--- config.mk ---
export PLATFORM = sky130hd
export DESIGN_NAME = fa4_share_ctrl
export DESIGN_NICKNAME = d
export VERILOG_FILES = /design/src/rtl/fa4_share_ctrl.sv
export SDC_FILE = /design/constraint.sdc
export NUM_CORES = 1
export LEC_CHECK = 0
export CORE_ASPECT_RATIO = 1.1
export CORE_MARGIN = 4
export CORE_UTILIZATION = 55
export CTS_BUF_LIST = sky130_fd_sc_hd__clkbuf_2
export DETAILED_ROUTE_END_ITERATION = 10
export DONT_BUFFER_PORTS = 1
export GPL_ROUTABILITY_DRIVEN = 0
export PLACE_DENSITY = 0.7
export SYNTH_ARGS = -nofsm -noshare
export SYNTH_HDL_FRONTEND = slang
export SYNTH_SLANG_ARGS = --single-unit
--- constraint.sdc ---
create_clock -name clk -period 3.6 [get_ports clk]
set_input_delay 0.72 -clock clk [delete_from_list [all_inputs] [get_ports clk]]
set_output_delay 0.72 -clock clk [all_outputs]
set_load 0.02 [all_outputs]
--- src/rtl/fa4_share_ctrl.sv ---
// rtl/fa4_share_ctrl.sv - two-requester arbiter sharing one 4-bit full-adder nibble datapath
// Operands are added LSB nibble first over NIB cycles; the result is published on DONE entry.
module fa4_share_ctrl #(
  parameter int NIB = 4
) (
  input  logic              clk,
  input  logic              rst,
  input  logic              req0,
  input  logic [4*NIB-1:0]  a0,
  input  logic [4*NIB-1:0]  b0,
  input  logic              ci0,
  input  logic              req1,
  input  logic [4*NIB-1:0]  a1,
  input  logic [4*NIB-1:0]  b1,
  input  logic              ci1,
  output logic              gnt0,
  output logic              gnt1,
  output logic              busy,
  output logic              done,
  output logic              done_id,
  output logic [4*NIB-1:0]  s,
  output logic              co
);

  localparam int W  = 4 * NIB;
  localparam int CW = (NIB > 1) ? $clog2(NIB) : 1;

  typedef enum logic [1:0] {IDLE, RUN, DONE} state_t;

  state_t          state;
  logic            ptr;
  logic [CW-1:0]   cnt;
  logic            carry;
  logic            id_q;
  logic [W-1:0]    a_q;
  logic [W-1:0]    b_q;
  logic [W-1:0]    acc;
  logic [3:0]      a_nib;
  logic [3:0]      b_nib;
  logic [4:0]      nib_sum;
  logic [W-1:0]    acc_nx;
  logic            last;

  // ptr=0 prefers requester 0 when both request; a lone request always wins.
  assign gnt0 = (state == IDLE) && req0 && (!req1 || !ptr);
  assign gnt1 = (state == IDLE) && req1 && (!req0 || ptr);
  assign busy = (state != IDLE);
  assign done = (state == DONE);
  assign last = (cnt == CW'(NIB - 1));

  always_comb begin
    a_nib  = 4'd0;
    b_nib  = 4'd0;
    acc_nx = acc;
    for (int i = 0; i < NIB; i++) begin
      if (cnt == CW'(i)) begin
        a_nib = a_q[4*i +: 4];
        b_nib = b_q[4*i +: 4];
      end
    end
    nib_sum = {1'b0, a_nib} + {1'b0, b_nib} + {4'd0, carry};
    for (int i = 0; i < NIB; i++) begin
      if (cnt == CW'(i)) acc_nx[4*i +: 4] = nib_sum[3:0];
    end
  end

  always_ff @(posedge clk or posedge rst) begin
    if (rst) begin
      state   <= IDLE;
      ptr     <= 1'b0;
      cnt     <= '0;
      carry   <= 1'b0;
      id_q    <= 1'b0;
      a_q     <= '0;
      b_q     <= '0;
      acc     <= '0;
      s       <= '0;
      co      <= 1'b0;
      done_id <= 1'b0;
    end else begin
      case (state)
        IDLE: begin
          if (gnt0 || gnt1) begin
            id_q  <= gnt1;
            a_q   <= gnt1 ? a1 : a0;
            b_q   <= gnt1 ? b1 : b0;
            carry <= gnt1 ? ci1 : ci0;
            cnt   <= '0;
            acc   <= '0;
            ptr   <= gnt0;
            state <= RUN;
          end
        end
        RUN: begin
          acc   <= acc_nx;
          carry <= nib_sum[4];
          cnt   <= cnt + 1'b1;
          if (last) begin
            s       <= acc_nx;
            co      <= nib_sum[4];
            done_id <= id_q;
            cnt     <= '0;
            state   <= DONE;
          end
        end
        DONE:    state <= IDLE;
        default: state <= IDLE;
      endcase
    end
  end

endmodule

* Word-level counts from Yosys, hierarchy flattened
Cells that the tools add are included.
W data, S select, Z words.
** Word-level totals
- Flip-flop bits (word level) :: 73
- Input port bits :: 70
- Output and inout port bits :: 22
- Word-level logic and storage cells :: 64
** Operators by class
- Add/subtract/negate cells :: 3
- Equality and inequality tests :: 7
- Muxes and demuxes :: 25
- Reduce and logical (&&, ||, !) cells :: 18
** Operators by type and width (count)
- $mux W16 :: 3
- $mux W4 :: 12
- $pmux W16 S2 :: 1
- $mux W2 :: 4
- $pmux W2 S2 :: 2
- $reduce_and A2 Y1 :: 4
- $eq A2 B2 Y1 const B :: 3
- $add A4 B4 Y5 :: 1
- $add A5 B1 Y5 :: 1
- $eq A2 B1 Y1 const B :: 2
- $logic_and A1 B1 Y1 :: 4
- $logic_not A2 Y1 :: 2
- $reduce_bool A2 Y1 :: 2
- $logic_not A1 Y1 :: 3
- $logic_or A1 B1 Y1 :: 3
- $add A2 B1 Y2 const B :: 1
- $mux W1 :: 2
- $ne A2 B1 Y1 const B :: 1
- $ne A2 B2 Y1 const B :: 1
- $pmux W1 S2 :: 1

* Depth between registers and ports, before layout
- Depth after elaboration :: 9
- Gate-level depth with buffers :: 14
- Depth with buffers taken out :: 12

* Worst setup path after synthesis
OpenSTA, ideal clock, no wires.
- Path type :: register to register
- From :: register cnt[1]
- To :: register s[15]
- Setup time :: 125 ps
- Arrival :: 2760 ps
- Data required time :: 3475 ps
- Path slack :: 714 ps
- Cell stages (with the launch flop) :: 13
- Path buffers :: 1
- Clock period less this slack :: 2886 ps
- Cells stage by stage :: dfrtp_1 inv_1 ha_1 clkbuf_1 nand2_1 a21oi_1 a21oi_1 o21ai_0 ha_1 and3b_1 or3_4 and2_4 mux2_4
** Between the ends
- Longest elaborated chain between the ends :: 8
- Elaborated cells on any way between the ends :: 16
- Classes of those cells :: 2 x add/sub; 3 x eq/ne; 9 x mux; 2 x reduce/logical
** RTL lines
- start: declaration :: RTL line 32 : logic [CW-1:0] cnt;
- start signal: assignment :: RTL line 97 : cnt <= cnt + 1'b1;
- $logic_not A2 Y1 :: RTL line 56 : if (cnt == CW'(i)) begin
- $mux W4 (4 in a row) :: RTL line 56
- $add A4 B4 Y5 :: RTL line 61 : nib_sum = {1'b0, a_nib} + {1'b0, b_nib} + {4'd0, carry};
- $add A5 B1 Y5 :: RTL line 61
- $mux W4 :: RTL line 63 : if (cnt == CW'(i)) acc_nx[4*i +: 4] = nib_sum[3:0];
- end signal: assignment :: RTL line 99 : s <= acc_nx;
- end: declaration :: RTL line 21 : output logic [4*NIB-1:0] s,
Several ways; a longest one is shown, not always the timed one.
A chain may end at the register's enable or synchronous reset.

* Worst setup path after layout
Same ends and word-level chain as after synthesis.

==> qor.yml <==
timing:
  fin_skew_ns: 0.03406
  finalSetupViolations: 0
  hold_violations: 0
  slew_viol_final: 0
  finalSetupTns_ns: 0
  holdWs_ns: 0.1847
  period_share: 0.8626
  rsz0062_at_grt: "no"
  worst_pin_slew_ns: 0.7119
  layout_min_cycle_time_ns: 3.105
  fmax_ghz: 0.3220
  relSlewSlack: 0.5247
synth:
  yosysWarnings: 0
  synth_area_leaders: "dfrtp_1 (49%), a221o_1 (9.2%), and3_1 (5.7%), nand2_1 (4.4%), o21ai_0 (3.7%)"
  syn_nets: 415
  ys_async_sr_fraction: 1.000
  avgSynthCellArea_um2: 10.39
  synthDominantCellAreaShare: 0.4944
  synth_top_flop_cell: "dfrtp_1"
  ys_types: 42
  synth_top_area_cell: "dfrtp_1"
  ys_ff_latch: 69
  synth_edf_count: 0
  syn_inst: 336
  ys_seq_area_frac: 0.4944
  synth_area_um2: 3492
pwr:
  peakVddDrop_uv: 470.3
  p_per_area_nw_per_um2: 1141
  p_sw_frac: 0.4454
  p_comb_frac: 0.514
  p_sw_mw: 1.833
  power_mw: 4.114
  leakage_nw: 1.673
  pwr-share-seq: 0.365
  pwr-share-clk: 0.121
  p_int_mw: 2.282
critical_path:
  worstSetupPathType: "reg -> reg"
  reg2reg_from: "cnt[1]$_DFFE_PP0P_"
  worst_setup_path_start_kind: "flip-flop"
  crit_chain: "inv_1, ha_1, nand2_1, a21oi_1, a21oi_1, o21ai_0, ha_1, and3b_1, or3_4, and2_4, mux2_4"
  cp.required_ns: 4.00
  r2r_end: "s[15]$_DFFE_PP0P_"
  slowest_delay_ns: 0.49
  endpoint_kind: "flip-flop"
  critPathMaxFanout: 17
  cp.arrival_ns: 3.50
  r2r_cells: 11
  ff2ff_setup_slack_ns: 0.49
  slowest_stage: "ha_1"
cells_and_area:
  nets: 403
  drive_above_1_share: 0.09726
  syn2layout_area_growth_pct: 3.261
  post-route-util: 0.5858
  antenna_cells: 0
clocking:
  clock-sinks: 69
  cts_setup_buffers: 0
  path_clk_slew_ns: 0.19
  cts_tree: "done"
  htreeDepth: 3
  cts_root_buffer: "clkbuf_2"
  hold_buffers: 0
  clockBufferDepth: 2
  numCtsBuffers: 9
  clock_latency_ns: 0.50
global_route:
  grt_pass1_wl_um: 12680
  grt_max_degree: 37
  track_usage: 0.2077
  grt_pass1_vias: 2621
  antenna_found_initial: 0
  grt_overflow: 0
drt:
  routedWlPerCell_um: 18.27
  final_antenna_net_count: 0
  first_pass_iters: 4
  drtIter0Drc: 100
  route.vias.total: 2555
  drc_errors: 0
  finalWirelength_um: 7473
  viasPerCell: 6.247
flow_run:
  cap_violations: 0
placement:
  numPortBuffers: 0
  dpl.hpwl_um: 5387
floorplan:
  start_util: 0.5673
  fp.dieH_um: 91.57
  chipWidth_um: 83.98
  fp-row-count: 30
  io_pins: 92
  core_area_um2: 6156
  die_area_um2: 7690
min_path:
  min_path_type: "in -> async"
outcome:
  status: "finished, final reports clean"
[worst max path at each step]
stage / to / start / cells past startpoint
finish: s[15]$_DFFE_PP0P_ / cnt[1]$_DFFE_PP0P_ / 11
global route: acc[7]$_DFFE_PP0P_ / cnt[1]$_DFFE_PP0P_ / 11
CTS: s[10]$_DFFE_PP0P_ / cnt[0]$_DFFE_PP0P_ / 11
detailed placement: s[2]$_DFFE_PP0P_ / cnt[0]$_DFFE_PP0P_ / 11
global placement: s[10]$_DFFE_PP0P_ / cnt[0]$_DFFE_PP0P_ / 11
floorplan: s[15]$_DFFE_PP0P_ / cnt[1]$_DFFE_PP0P_ / 12
[cell families after synthesis]
logic type,synth area share
adder cells (fa/ha/maj),0.03655
XOR/XNOR,0.002509
flip-flops,0.4944
buffers and inverters,0.05804
multiplexers,0.01863
AO/OA/AOI/OAI,0.2289
AND/OR/NAND/NOR,0.1609
[repair_timing]
item,in CTS,in global routing
endpoints found under the hold margin,0,0
endpoints found under the setup margin,0,2
resized for setup,0,1
[cells in the final DEF, fill, tap and decap left out, drive strengths merged]
master,netlist,final
and3b,1,1
a22oi,2,2
o21ai,27,27
nand3b,6,6
clkinvlp,0,1
clkinv,1,3
mux2i,5,5
ha,7,7
o31ai,2,2
a21o,2,2
xnor2,1,1
o2bb2ai,6,6
a21oi,21,21
nand2,42,42
nor2b,3,3
a32o,6,6
nand2b,5,5
buf,18,5
o22ai,3,3
nor2,6,6
mux2,1,1
o21a,1,1
clkbuf,10,11
nand3,6,6
and3,32,32
inv,11,11
fa,2,2
or3,1,1
a311o,1,1
dfrtp,69,69
o211ai,1,1
a31oi,4,4
bufinv,0,2
and2,1,1
a221o,32,32
[metrics by stage]
| stage | instance area, µm² | setup WS [ns] | instances |
|---|---|---|---|
| 2_1_floorplan | 3492 | 0.7145 | 336 |
| 3_3_place_gp | 3473 | 0.4596 | 393 |
| 3_5_place_dp | 3473 | 0.3859 | 393 |
| 4_1_cts | 3603 | 0.3508 | 409 |
| 5_1_grt | 3606 | 0.1481 | 409 |
| 6_report | 3606 | 0.4945 | 409 |
[sequential cells by signal, indices dropped and copies added (netlist names)]
register  flops
co            1
s            16
a_q          16
cnt           2
acc          12
ptr           1
done_id       1
id_q          1
b_q          16
state         2
carry         1
[final cells by class]
cell class                      count  area [µm²]
Clock inverter                      5       75.07
Multi-Input combinational cell    227        1565
Timing Repair Buffer                5       37.54
Fill cell                         562        2550
Inverter                           12       46.29
Clock buffer                       11       55.05
Sequential cell                    69        1727
Tap cell                           80       100.1
[synthesized netlist by cell type, drive strengths merged (3+ instances only)]
cell type / instances
dfrtp: 69
nand2: 42
a221o: 32
and3: 32
o21ai: 27
a21oi: 21
buf: 18
inv: 11
clkbuf: 10
ha: 7
a32o: 6
nand3: 6
nand3b: 6
nor2: 6
o2bb2ai: 6
mux2i: 5
nand2b: 5
a31oi: 4
nor2b: 3
o22ai: 3
[metal layers]
metal  track usage  routed length [µm]  part of all wire  vias up
met2        0.3322                3629              0.49       86
met4       0.09786                 183             0.024        0
met5             0                   0                 0        -
li1              -                   -                 -     1222
met1        0.2686                3196              0.43     1227
met3       0.04537                 463             0.062       20
[power by group through the flow]
stage | clock network [mW] | registers, mW | logic [mW]
after floorplan | 0 | 1.43 | 1.75
after CTS | 0.512 | 1.51 | 2.12
after global routing | 0.546 | 1.55 | 2.39
after global placement | 0 | 1.52 | 2.05
after detailed placement | 0 | 1.53 | 2.11
final | 0.499 | 1.50 | 2.12
[worst max-delay path, delay by kind of cell, from the launching register on]
kind | cells | cell delay, ns
AO/OA/AOI/OAI | 3 | 0.55
buffers and inverters | 1 | 0.11
AND/OR/NAND/NOR | 4 | 0.85
adder cells (fa/ha/maj) | 2 | 0.79
multiplexers | 1 | 0.25
flip-flops | 1 | 0.44
Note: power is estimated with default switching activity, not from simulation.
